===== src/rtl/ht_test_pkg.sv =====
// Shared types and constants for the hardware-trojan pattern tester.
package ht_test_pkg;

    typedef enum logic [1:0] {
        IDLE    = 2'd0,
        APPLY   = 2'd1,
        CAPTURE = 2'd2,
        DONE    = 2'd3
    } state_t;

    // CCITT feedback taps; seed of all ones so a CUT stuck at zero still
    // produces a non-trivial signature.
    localparam logic [15:0] MISR_POLY = 16'h1021;
    localparam logic [15:0] MISR_SEED = 16'hFFFF;

endpackage


===== src/rtl/ht_misr.sv =====
// Multiple-input signature register: shift left with polynomial feedback from
// the MSB, XORing in a zero-extended response word on every enabled cycle.
// The next-state value is exported so the caller can compare it against a
// golden signature in the same cycle the final response is folded in.
module ht_misr
    import ht_test_pkg::*;
#(
    parameter int               SIG_W  = 16,
    parameter int               DATA_W = 4,
    parameter logic [SIG_W-1:0] POLY   = SIG_W'(MISR_POLY),
    parameter logic [SIG_W-1:0] SEED   = SIG_W'(MISR_SEED)
) (
    input  logic              clk,
    input  logic              rst_n,
    input  logic              seed,
    input  logic              en,
    input  logic [DATA_W-1:0] data,
    output logic [SIG_W-1:0]  sig,
    output logic [SIG_W-1:0]  sig_next
);

    assign sig_next = {sig[SIG_W-2:0], 1'b0}
                    ^ (sig[SIG_W-1] ? POLY : '0)
                    ^ SIG_W'(data);

    // Signature register: seed load takes priority over compaction.
    always_ff @(posedge clk or negedge rst_n) begin
        if (!rst_n) begin
            sig <= '0;
        end else if (seed) begin
            sig <= SEED;
        end else if (en) begin
            sig <= sig_next;
        end
    end

endmodule


===== src/rtl/ht_pattern_tester.sv =====
// Exhaustive stimulus/response engine for a small combinational CUT.
// Walks every input pattern (one settle cycle, one capture cycle each),
// compacts the CUT responses in a MISR and compares the final signature
// against golden_sig.
// Build option: define HT_RARE_CNT_EN to build the rare-activation counter
// (captures with any CUT output high); otherwise rare_cnt is tied to zero.
module ht_pattern_tester
    import ht_test_pkg::*;
#(
    parameter int N_IN  = 4,
    parameter int N_OUT = 4,
    parameter int SIG_W = 16
) (
    input  logic             clk,
    input  logic             rst_n,
    input  logic             start,
    input  logic [SIG_W-1:0] golden_sig,
    output logic [N_IN-1:0]  pat_out,
    input  logic [N_OUT-1:0] resp_in,
    output logic             busy,
    output logic             done,
    output logic             pass,
    output logic [SIG_W-1:0] signature,
    output logic [N_IN:0]    rare_cnt
);

    localparam logic [N_IN-1:0] PAT_LAST = '1;
    localparam logic [N_IN-1:0] PAT_ONE  = N_IN'(1);

    state_t           state, state_n;
    logic             misr_seed;
    logic             misr_en;
    logic [SIG_W-1:0] sig_next;
    logic             start_acc;
    logic             capture;
    logic             last_pat;

    assign start_acc = (state == IDLE) && start;
    assign capture   = (state == CAPTURE);
    assign last_pat  = (pat_out == PAT_LAST);

    ht_misr #(
        .SIG_W  (SIG_W),
        .DATA_W (N_OUT),
        .POLY   (SIG_W'(MISR_POLY)),
        .SEED   (SIG_W'(MISR_SEED))
    ) u_misr (
        .clk      (clk),
        .rst_n    (rst_n),
        .seed     (misr_seed),
        .en       (misr_en),
        .data     (resp_in),
        .sig      (signature),
        .sig_next (sig_next)
    );

    // FSM state register.
    always_ff @(posedge clk or negedge rst_n) begin
        if (!rst_n) begin
            state <= IDLE;
        end else begin
            state <= state_n;
        end
    end

    // Next-state decode plus MISR control and status outputs.
    always_comb begin
        state_n   = state;
        misr_seed = 1'b0;
        misr_en   = 1'b0;
        busy      = 1'b0;
        done      = 1'b0;
        case (state)
            IDLE: begin
                if (start) begin
                    misr_seed = 1'b1;
                    state_n   = APPLY;
                end
            end
            APPLY: begin
                busy    = 1'b1;
                state_n = CAPTURE;
            end
            CAPTURE: begin
                busy    = 1'b1;
                misr_en = 1'b1;
                state_n = last_pat ? DONE : APPLY;
            end
            DONE: begin
                done    = 1'b1;
                state_n = IDLE;
            end
            default: state_n = IDLE;
        endcase
    end

    // Pattern counter: cleared on an accepted start, advanced after each
    // non-final capture; it stops at all-ones instead of wrapping.
    always_ff @(posedge clk or negedge rst_n) begin
        if (!rst_n) begin
            pat_out <= '0;
        end else if (start_acc) begin
            pat_out <= '0;
        end else if (capture && !last_pat) begin
            pat_out <= pat_out + PAT_ONE;
        end
    end

    // Verdict: cleared on start, registered at the final capture using the
    // signature that includes the last response.
    always_ff @(posedge clk or negedge rst_n) begin
        if (!rst_n) begin
            pass <= 1'b0;
        end else if (start_acc) begin
            pass <= 1'b0;
        end else if (capture && last_pat) begin
            pass <= (sig_next == golden_sig);
        end
    end

`ifdef HT_RARE_CNT_EN
    localparam logic [N_IN:0] CNT_ONE = (N_IN + 1)'(1);

    // Rare-activation counter: one count per capture with any output high.
    always_ff @(posedge clk or negedge rst_n) begin
        if (!rst_n) begin
            rare_cnt <= '0;
        end else if (start_acc) begin
            rare_cnt <= '0;
        end else if (capture && (resp_in != '0)) begin
            rare_cnt <= rare_cnt + CNT_ONE;
        end
    end
`else
    assign rare_cnt = '0;
`endif

endmodule


===== config.mk =====
export PLATFORM = sky130hd
export DESIGN_NAME = ht_pattern_tester
export DESIGN_NICKNAME = d
export VERILOG_FILES = /design/src/rtl/ht_test_pkg.sv /design/src/rtl/ht_misr.sv /design/src/rtl/ht_pattern_tester.sv
export SDC_FILE = /design/constraint.sdc
export NUM_CORES = 1
export LEC_CHECK = 0
export BUFFER_PORTS_ARGS = -buffer_cell sky130_fd_sc_hd__buf_2
export CAP_MARGIN = 10
export CORE_ASPECT_RATIO = 0.8
export CORE_UTILIZATION = 42
export DETAILED_ROUTE_END_ITERATION = 16
export MAX_ROUTING_LAYER = met4
export PLACE_DENSITY = 0.8
export SLEW_MARGIN = 10
export SYNTH_ARGS = -nofsm -noshare
export SYNTH_HDL_FRONTEND = slang
export SYNTH_SLANG_ARGS = --single-unit

===== constraint.sdc =====
create_clock -name clk -period 1.9 [get_ports clk]
set_clock_uncertainty 0.1 [all_clocks]
set_input_delay 0.19 -clock clk [delete_from_list [all_inputs] [get_ports clk]]
set_output_delay 0.19 -clock clk [all_outputs]
set_load 0.02 [all_outputs]

==> flow_summary.yaml <==
timing:
  finalSetupViolCount: 0
  fin_tns_setup_ns: 0
  rsz0062_at_grt: "no"
  worst_pin_slew_ns: 0.502
  slew_headroom_pct: 66.5
  drv_slew: 0
  fin_crit_sh_pct: 91.1
  hold_slack_ns: 0.137
  fmax_mhz: 578
  layout_min_cycle_time_ns: 1.73
  hold_viol: 0
global_route:
  grt_max_degree: 29
  grt_pass1_wl_um: 4410
  grt_pass1_vias: 951
  grtUsageTotal_pct: 18.3
  grt-ovfl-total: 0
  antenna_found_initial: 0
setup_path:
  r2r_start: "state[0]$_DFFE_PN0P_"
  critical-path-max-stage-delay_ns: 0.55
  crit_required_ns: 1.97
  cp_max_fo: 4
  crit_family: "simple AND/OR/NAND/NOR gates"
  worstPathArrival_ns: 1.80
  crit_buf_inv: 1
  crit_cells: 5
  r2r_slack_ns: 0.17
  end_kind: "register"
  worstSetupStartpoint: "state[0]$_DFFE_PN0P_"
  crit_path_end: "pass$_DFFE_PN0P_"
  slowest_stage: "or4_1"
  cp-start-kind: "register"
  r2r_end: "pass$_DFFE_PN0P_"
  crit_chain: "inv_1 > ha_1 > nand4_1 > or4_1 > o31ai_2"
  path_class: "register to register"
  reg2regPathDepth: 5
floorplan:
  die_x_um: 63.9
  dieArea_um2: 3290
  ios: 51
  core_area_um2: 2830
  rows: 17
  die_h_um: 51.5
  initial_core_util_pct: 45.5
clocking:
  cts_made_buffers: 3
  cts_root_buf: "clkbuf_8"
  cts_tree: "built"
  htree_levels: 1
  clkTransAtPathRegs_ns: 0.08
  cts_sinks: 23
  cts_setup_buffers: 0
  cts_max_path_buffers: 2
  insertion_delay_ns: 0.26
synthesis:
  ys_seq_elements: 23
  synth-edff-count: 0
  yosysTopAreaCell: "dfrtp_1"
  synth_commonest_cells: "nand2_1 (25), dfrtp_1 (23), xnor2_1 (18), mux2i_1 (9)"
  synth_top_flop_cell: "dfrtp_1"
  syn_area_per_cell_um2: 9.67
  yosysUniqueCellTypes: 25
  async_flop_share_pct: 100
  yosys.area.top_type_share_pct: 44.7
  syn_area_um2: 1290
  yosysWarningCount: 0
  synth.area.top_cells: "dfrtp_1 (45%), xnor2_1 (12%), nand2_1 (7.3%)"
  ys_seq_area_share_pct: 44.7
  synth_most_common_cell: "nand2_1"
  netlist_instances: 133
routing:
  routed_wl_um: 2660
  viasPerCell: 4.79
  via_count: 1044
  post-route-drc-count: 0
  drtPass1Iterations: 4
  antenna_left: 0
  first_iter_violations: 22
  wire_per_inst_um: 12.2
power:
  peakVddDrop_mv: 0.602
  p_leak_nw: 0.712
  power_density_nw_per_um2: 1500
cells_and_area:
  syn_to_final_growth_pct: 23.5
  nFillCells: 267
  fin_nets: 208
  antenna_cells: 0
  drive_gt1_share_pct: 28.3
worst_hold_path:
  min_path_type: "input pin to register"
place:
  gp_congestion: 0.814
  hpwl_um: 1960
  io_buffer_count: 45
outcome:
  status: "complete, no violations"
job:
  drv_cap: 0
## layer usage
metal	vias up	global-route usage (%)	wire, µm
met5	-	-	0
met4	0	6.44	16
met3	2	2.63	72
met2	23	28.9	1330
met1	496	24.5	1250
li1	523	-	-
## power by group
part	switching [W]	internal (W)
registers	0.000201	0.000662
logic	0.000737	0.000495
clock network	0.000145	0.000149
## metrics by stage
stage / std cells / worst slack (ns) / util [%] / cell area, µm² / power [W]
after floorplan: 137 / 0.181 / - / 1300 / 0.00175
after global placement: 213 / 0.210 / 54.2 / 1530 / 0.00208
after detailed placement: 213 / 0.178 / 54.2 / 1530 / 0.00210
after CTS: 218 / 0.152 / 56.2 / 1590 / 0.00241
after global routing: 218 / 0.0729 / 56.2 / 1590 / 0.00261
final: 218 / 0.169 / 56.2 / 1590 / 0.00239
## how the worst min path moves through the flow
stage,startpoint,end,slack (ns),cells after the start
2_1_floorplan,rst_n,pass$_DFFE_PN0P_,-0.21,0
3_3_place_gp,rst_n,u_misr.sig[0]$_DFFE_PN0P_,0.08,1
3_5_place_dp,rst_n,u_misr.sig[1]$_DFFE_PN0P_,0.09,1
4_1_cts,start,state[0]$_DFFE_PN0P_,0.13,3
5_1_grt,start,state[0]$_DFFE_PN0P_,0.15,3
6_report,start,state[0]$_DFFE_PN0P_,0.14,3
## area by class of cell
class	count	area, µm²	share of cell area, %
multi-input cells	102	659	41.5
flip-flops and latches	23	576	36.2
repair buffers	48	250	15.7
well taps	38	47.5	2.99
clock buffers	4	45.0	2.83
inverters	3	11.3	0.709
## cells by family (layout without fill, tap and decap cells)
family | after synthesis | count (layout) | share of synthesized area (%)
and+or+nand+nor | 47 | 47 | 16.3
DFF | 23 | 23 | 44.7
AOI/OAI and AO/OA | 12 | 12 | 5.54
other | 1 | 5 | 0.292
buffers and inverters | 12 | 55 | 5.16
adders and majority gates | 4 | 4 | 3.89
xor gates and xnor gates | 25 | 25 | 17.0
muxes | 9 | 9 | 7.00
## cell usage in the layout, fill, tap and decap left out, drive strengths merged, types with 3 or more instances in the layout
| master | count |
|---|---|
| ha | 4 |
| inv | 3 |
| buf | 47 |
| conb | 5 |
| nor2 | 5 |
| clkbuf | 4 |
| nand2 | 25 |
| a21oi | 3 |
| nand4 | 4 |
| nand3 | 7 |
| o21ai | 6 |
| mux2i | 9 |
| xnor2 | 18 |
| xor2 | 7 |
| dfrtp | 23 |
## state kept, by name (all words and copies together) (netlist names)
| signal | cells |
|---|---|
| u_misr.sig | 16 |
| pat_out | 4 |
| state | 2 |
| pass | 1 |
## worst reg2reg max path, cell delays in order (launching register included)
cell	delay, ns
dfrtp_1	0.41
inv_1	0.09
ha_1	0.18
nand4_1	0.14
or4_1	0.55
o31ai_2	0.18
## timing repair
item / 4_1_cts / 5_1_grt
hold buffers: 1 / 0
endpoints found under the hold margin: 23 / 0
gates resized for setup: 0 / 0
No activity file was read; power rests on OpenSTA's default activity.
